===== src/rtl/arith_pkg.sv =====
// Shared arithmetic definitions: FSM state type and the widest supported operand.
package arith_pkg;

  localparam int unsigned MAX_BITS = 32;

  typedef enum logic [1:0] {
    IDLE = 2'd0,
    CALC = 2'd1,
    DONE = 2'd2
  } sub_state_t;

endpackage


===== src/rtl/fullsubtractor_bit.sv =====
// Combinational one-bit full subtractor cell: d = a - b - bw with borrow out.
module fullsubtractor_bit (
  input  logic a,
  input  logic b,
  input  logic bw,
  output logic d,
  output logic bw_next
);

  always_comb begin
    d       = a ^ b ^ bw;
    bw_next = (~a & b) | (~(a ^ b) & bw);
  end

endmodule


===== src/rtl/serial_subtractor.sv =====
// Bit-serial two's-complement subtractor, LSB first, one subtract cell reused BITS times.
module serial_subtractor
  import arith_pkg::*;
#(
  parameter int unsigned BITS = 4
) (
  input  logic            i_clk,
  input  logic            i_rst,
  input  logic            i_start,
  input  logic [BITS-1:0] i_a,
  input  logic [BITS-1:0] i_b,
  output logic            o_busy,
  output logic            o_done,
  output logic [BITS-1:0] o_diff,
  output logic            o_borrow,
  output logic            o_overflow
);

  localparam int unsigned CntW = (BITS > 1) ? $clog2(BITS) : 1;
  localparam logic [CntW-1:0] CntLast = CntW'(BITS - 1);

  if ((BITS < 2) || (BITS > MAX_BITS)) begin : gen_bits_check
    $error("serial_subtractor: BITS out of range 2..%0d", MAX_BITS);
  end

  sub_state_t      state_q, state_d;
  logic [BITS-1:0] a_q, a_d;
  logic [BITS-1:0] b_q, b_d;
  logic [BITS-1:0] r_q, r_d;
  logic [BITS-1:0] diff_q, diff_d;
  logic [1:0]      sign_q, sign_d;
  logic [CntW-1:0] cnt_q, cnt_d;
  logic            bw_q, bw_d;
  logic            borrow_q, borrow_d;
  logic            ovf_q, ovf_d;
  logic            start_ok;
  logic            cell_d;
  logic            cell_bw;

  fullsubtractor_bit u_cell (
    .a       (a_q[0]),
    .b       (b_q[0]),
    .bw      (bw_q),
    .d       (cell_d),
    .bw_next (cell_bw)
  );

  always_comb begin
    state_d  = state_q;
    a_d      = a_q;
    b_d      = b_q;
    r_d      = r_q;
    diff_d   = diff_q;
    sign_d   = sign_q;
    cnt_d    = cnt_q;
    bw_d     = bw_q;
    borrow_d = borrow_q;
    ovf_d    = ovf_q;
    start_ok = i_start && (state_q != CALC);

    unique case (state_q)
      IDLE: begin
        if (i_start) state_d = CALC;
      end
      CALC: begin
        a_d  = a_q >> 1;
        b_d  = b_q >> 1;
        r_d  = {cell_d, r_q[BITS-1:1]};
        bw_d = cell_bw;
        if (cnt_q == CntLast) begin
          state_d  = DONE;
          // Result registers take the final bit straight from the cell, not from r_q.
          diff_d   = {cell_d, r_q[BITS-1:1]};
          borrow_d = cell_bw;
          ovf_d    = (sign_q[1] != sign_q[0]) && (cell_d != sign_q[1]);
        end else begin
          cnt_d = cnt_q + CntW'(1);
        end
      end
      DONE: begin
        state_d = i_start ? CALC : IDLE;
      end
      default: state_d = IDLE;
    endcase

    if (start_ok) begin
      a_d    = i_a;
      b_d    = i_b;
      sign_d = {i_a[BITS-1], i_b[BITS-1]};
      cnt_d  = '0;
      bw_d   = 1'b0;
    end
  end

  always_ff @(posedge i_clk) begin
    if (i_rst) begin
      state_q  <= IDLE;
      a_q      <= '0;
      b_q      <= '0;
      r_q      <= '0;
      diff_q   <= '0;
      sign_q   <= '0;
      cnt_q    <= '0;
      bw_q     <= 1'b0;
      borrow_q <= 1'b0;
      ovf_q    <= 1'b0;
    end else begin
      state_q  <= state_d;
      a_q      <= a_d;
      b_q      <= b_d;
      r_q      <= r_d;
      diff_q   <= diff_d;
      sign_q   <= sign_d;
      cnt_q    <= cnt_d;
      bw_q     <= bw_d;
      borrow_q <= borrow_d;
      ovf_q    <= ovf_d;
    end
  end

  assign o_busy     = (state_q == CALC);
  assign o_done     = (state_q == DONE);
  assign o_diff     = diff_q;
  assign o_borrow   = borrow_q;
  assign o_overflow = ovf_q;

endmodule


===== config.mk =====
export PLATFORM = sky130hd
export DESIGN_NAME = serial_subtractor
export DESIGN_NICKNAME = d
export VERILOG_FILES = /design/src/rtl/arith_pkg.sv /design/src/rtl/fullsubtractor_bit.sv /design/src/rtl/serial_subtractor.sv
export SDC_FILE = /design/constraint.sdc
export NUM_CORES = 1
export LEC_CHECK = 0
export CAP_MARGIN = 20
export CORE_MARGIN = 3
export CORE_UTILIZATION = 28
export DETAILED_ROUTE_END_ITERATION = 16
export PLACE_DENSITY_LB_ADDON = 0.2
export SYNTH_ARGS = -nofsm -noshare
export SYNTH_HDL_FRONTEND = slang
export SYNTH_SLANG_ARGS = --single-unit

===== constraint.sdc =====
create_clock -name i_clk -period 2.1 [get_ports i_clk]
set_input_delay 0.42 -clock i_clk [delete_from_list [all_inputs] [get_ports i_clk]]
set_output_delay 0.42 -clock i_clk [all_outputs]
set_load 0.03 [all_outputs]

==> metrics.md, run 1 <==
| Metric | Value |
|---|---|
| Die area | 4250 um^2 |
| Gr ovfl total | 0 |
| Tot GR Track Use | 10.1% |
| Drt wl/cell | 11.2 um |
| CP Capture Type | primary output |
| Final WL | 1930 um |
| RSZ-0062 raised after global routing | no |
| Final setup vio count | 0 |
| Register area share after synthesis | 49.0% |
| Most frequent cells in the layout | 24 x dfxtp_1, 17 x clkdlybuf4s50_1, 16 x nand2_1 |
| Worst path arrival time | 1470 ps |
| Hold_buf cts | 0 |
| Die X | 65.2 um |
| Commonest non-fill, non-tap cell in the layout | dfxtp_1 |
| Share of post-route cells with drive strength above 1 | 7.75% |
| Peak supply drop | 0.435 mV |
| Layout area overhead | 27.2% |
| Mapped Cells | 109 |
| Largest net degree at the start of global routing | 20 |
| Setup crit start kind | register |
| IO buf count | 18 |
| Chip height | 65.2 um |
| Max_cap viols | 0 |
| Hpwl dp | 1440 um |
| CP Class | register to primary output |
| Initial antenna violation count | 0 |
| Cell variety after synth | 25 |
| Number of CTS-inserted buffers | 3 |
| Fin Clk Skew | 1.00 ps |
| CTS resizes | 0 |
| Fmax | 0.528 GHz |
| Final WS setup | 208 ps |
| Post-synth top area share | 49.0% |
| Actual slew at the worst max-slew pin | 383 ps |
| Area leader, netlist | dfxtp_1 |
| Total number of yosys warnings | 0 |
| Clk root buf | clkbuf_4 |
| Synthesized net count | 122 |
| Final hold vios | 0 |
| First drt pass iteration count | 4 |
| DRT antenna net count | 0 |
| Pre-CTS WS | 423 ps |
| CTS Sinks | 24 |
| Worst slew margin | 74.4% |
| Rows | 20 |
| Worst skew pair latency | 310 ps |
| Iteration-0 DRC Markers | 16 |
| Period utilization | 90.1% |
| Reg clk slew, reported paths | 130 ps |
| Max H-tree Level | 1 |
| CTS tree | done |
| Largest cells by area after synthesis | dfxtp_1 49%, mux2i_1 8.2%, nand2_1 6.1% |
| HP Class | register to register |
| Syn avg cell area | 9.00 um^2 |
| Vias in the first global route | 711 |
| Crit path max fanout | 4 |
| Residual DRC count | 0 |
| Nets@finish | 143 |
| Initial Util | 30.6% |
| GP Congestion | 0.698 |
| Number of vias per cell | 4.61 |
| Io pins | 19 |
| Ant diodes | 0 |
| Status | complete, no violations |
| Post-route minimum period | 1890 ps |
| Via count | 798 |
| Clock tree buffer depth | 2 |
| Pwr/cell area | 677 nW/um^2 |
| Setup TNS | 0 ps |
| Post-Syn Area | 981 um^2 |
| P_leak | 0.463 nW |
| Core ar. | 3200 um^2 |
| Synth Register Bits | 24 |
| Req. time, crit path | 1680 ps |
| First-pass GRT wire length | 3410 um |
| Fin. max-slew vios | 0 |
| Post-CTS setup buffers | 0 |
worst paths after layout:
| check | from | to | slack, ps | depth (start not counted) |
|---|---|---|---|---|
| setup / recovery | state_q[1] | o_done | 210 | 2 |
| setup reg to reg | b_q[0] | o_overflow | 430 | 4 |
| hold / removal | o_diff[2] | o_diff[2] | 460 | 2 |
| hold reg to reg | o_diff[2] | o_diff[2] | 460 | 2 |
cells by family (layout without fill, tap and decap cells):
group | count (synthesis) | count (layout) | synth area share (%)
simple gates | 42 | 42 | 20.2
flops | 24 | 24 | 49.0
compound gates | 23 | 23 | 14.5
buf+inv | 10 | 30 | 4.85
mux | 8 | 8 | 8.16
fa+ha+maj | 2 | 2 | 3.32
worst max-delay path: stages (launching register included):
cell and delay [ps]:
dfxtp_1 360, nor2b_1 130, clkdlybuf4s50_1 670
final cells by class:
cell class                      instances  area (um^2)
Inverter                                4         15.0
Multi-Input combinational cell         75          453
Timing Repair Buffer                   22          208
Clock buffer                            4         36.3
Fill cell                             349         1960
Sequential cell                        24          480
Tap cell                               44         55.1
stage by stage:
stage               instances  util [%]  instance area, um^2  hold WS, ps  power (mW)
floorplan                 109         -                  981          432       0.572
global placement          169      37.8                 1210          448       0.614
detailed placement        169      37.8                 1210          450       0.616
CTS                       173      38.9                 1250          468       0.854
global route              173      38.9                 1250          493       0.892
finish                    173      38.9                 1250          464       0.844
cell usage after synthesis:
cell,number
nand2_1,16
nor2b_1,1
a31oi_1,2
fa_1,1
clkbuf_1,2
buf_2,2
or3_1,1
dfxtp_1,24
inv_1,3
inv_2,1
nand2b_1,2
or3b_1,1
ha_1,1
nand3b_1,3
a211oi_1,7
mux2i_1,8
a21oi_1,10
o22a_1,1
nor3_1,2
nand3_1,5
buf_4,2
nor2_1,10
a311oi_1,1
o21ai_0,2
and3b_1,1
state kept, by name, indices dropped and copies added, names as in the netlist:
register and count:
a_q 4, b_q 4, o_diff 4, r_q 3, cnt_q 2, sign_q 2
state_q 2, bw_q 1, o_borrow 1, o_overflow 1
layer usage:
layer / GRT usage (%) / wire length [um]
met3: 3.76 / 101
met5: 0 / 0
met4: 2.33 / 15
met1: 14.1 / 930
met2: 14.7 / 882
power breakdown:
part	total [mW]	internal, mW	switching [mW]
clock network	0.239	0.106	0.134
logic	0.114	0.0547	0.0590
registers	0.491	0.477	0.0135
total	0.844	0.638	0.206
Power figures use the tool's default switching activity.
==> run 2, diff against run 1 <==
--- a/config.mk
+++ b/config.mk
@@ -10,6 +10,7 @@
 export CORE_UTILIZATION = 28
 export DETAILED_ROUTE_END_ITERATION = 16
 export PLACE_DENSITY_LB_ADDON = 0.2
+export REMOVE_ABC_BUFFERS = 1
 export SYNTH_ARGS = -nofsm -noshare
 export SYNTH_HDL_FRONTEND = slang
 export SYNTH_SLANG_ARGS = --single-unit
==> run 2 against run 1 <==
  * Cell count is 0.58% lower
  * Critical path depth stayed put
  * Maximum frequency hardly changed
  * Non-clock buffer count stayed put
  * Die area stayed put
  * Routed wire length is 2.6% higher
  * Largest power group unchanged
==> metrics.md, run 2 (synthesis results as in run 1) <==
| Metric | Value |
|---|---|
| Status | complete, no violations |
| Initial antenna violation count | 0 |
| Fin Clk Skew | 2.72 ps |
| P_leak | 0.455 nW |
| Post-route minimum period | 1890 ps |
| Peak supply drop | 0.346 mV |
| Chip height | 65.2 um |
| Final WL | 1980 um |
| Sw Ratio | 24.9% |
| Tot GR Track Use | 10.0% |
| CP Capture Type | primary output |
| Drt wl/cell | 11.5 um |
| Rows | 20 |
| Worst skew pair latency | 300 ps |
| Period utilization | 90.1% |
| Met3 GRT Util | 4.10% |
| Gr ovfl total | 0 |
| GP Congestion | 0.664 |
| Max_cap viols | 0 |
| First-pass GRT wire length | 3370 um |
| CP Class | register to primary output |
| Critical path's top delay family | buffers and inverters |
| IO buf count | 18 |
| Share of post-route cells with drive strength above 1 | 7.03% |
| Final hold vios | 0 |
| Logic gate share of total power | 14.2% |
| Pint | 599 uW |
| Setup crit start kind | register |
| Core ar. | 3200 um^2 |
| Power Total | 797 uW |
| Io pins | 19 |
| Hold Path Depth | 2 |
| Initial Util | 30.6% |
| Hold_buf cts | 0 |
| Largest net degree at the start of global routing | 25 |
| Die X | 65.2 um |
| Nets@finish | 143 |
| Post-CTS setup buffers | 0 |
| Clock tree buffer depth | 2 |
| FF-to-FF path depth | 4 |
| Layout area overhead | 25.8% |
| Worst path arrival time | 1470 ps |
| Met2 GRT Util | 15.9% |
| CTS tree | done |
| Slowest-stage cell, CP | clkdlybuf4s50_1 |
| Setup TNS | 0 ps |
| Crit path max fanout | 4 |
| Commonest non-fill, non-tap cell in the layout | dfxtp_1 |
| Hpwl dp | 1400 um |
| Worst path max stage delay | 670 ps |
| Cell Chain, Critical Path | nor2b_1 > clkdlybuf4s50_1 |
| Clk pwr share | 24.1% |
| Number of vias per cell | 4.67 |
| Net load switching power | 198 uW |
| CTS resizes | 0 |
| DRT antenna net count | 0 |
| HP Class | register to register |
| Vias in the first global route | 739 |
| Actual slew at the worst max-slew pin | 368 ps |
| Fmax | 0.529 GHz |
| Max H-tree Level | 1 |
| Req. time, crit path | 1680 ps |
| Ant diodes | 0 |
| Iteration-0 DRC Markers | 17 |
| Cell count along the critical path | 2 |
| Pwr/cell area | 646 nW/um^2 |
| RSZ-0062 raised after global routing | no |
| Number of CTS-inserted buffers | 3 |
| Clk root buf | clkbuf_4 |
| Worst path bufs/invs | 1 |
| Global route hottest layer | met2 |
| Fin. max-slew vios | 0 |
| Die area | 4250 um^2 |
| Most frequent cells in the layout | 24 x dfxtp_1, 17 x clkdlybuf4s50_1, 16 x nand2_1 |
| Reg clk slew, reported paths | 120 ps |
| Residual DRC count | 0 |
| Worst slew margin | 75.5% |
| CTS Sinks | 24 |
| GR Util met1 | 13.3% |
| Final setup vio count | 0 |
| First drt pass iteration count | 3 |
| Flop pwr share | 61.7% |
| Via count | 804 |
[run 2: cell count changes in the layout (fill, tap and decap cells not counted)]
cell	delta
clkbuf_8	-1
[run 2: final cells by class]
cell class                      instances  area (um^2)
Clock buffer                            3         22.5
Fill cell                             355         1970
Inverter                                4         15.0
Multi-Input combinational cell         75          453
Sequential cell                        24          480
Tap cell                               44         55.1
Timing Repair Buffer                   22          208
[run 2: worst paths after layout]
check,endpoint,slack [ps],from
worst min-delay path,o_diff[1],460,o_diff[1]
worst max register to register,o_overflow,440,b_q[0]
worst max-delay path,o_done,210,state_q[1]
worst min register to register,o_diff[1],460,o_diff[1]
[run 2: routing by layer]
layer	share of wire, %	wire, um
met3	5.9	116
met2	47	931
met5	0	0
met1	47	923
met4	0.40	8
[run 2: worst min-delay path: cells and delay by family, from the launching register on]
kind / cells / cell delay [ps]
compound gates: 1 / 50
flops: 1 / 330
simple gates: 1 / 50
[run 2: power groups by stage]
stage	registers (mW)	clock network (mW)	logic (mW)
final	0.492	0.192	0.113
after CTS	0.492	0.208	0.115
after floorplan	0.498	0	0.0615
after detailed placement	0.502	0	0.115
after global placement	0.501	0	0.111
after global routing	0.496	0.227	0.127
[run 2: through the flow]
stage / utilization (%) / std cells / hold slack, ps / setup slack [ps] / cell area (um^2)
finish: 38.5 / 172 / 460 / 208 / 1230
global route: 38.5 / 172 / 481 / 131 / 1230
CTS: 38.5 / 172 / 465 / 192 / 1230
detailed placement: 37.8 / 169 / 448 / 445 / 1210
global placement: 37.8 / 169 / 443 / 496 / 1210
floorplan: - / 103 / 426 / 538 / 948
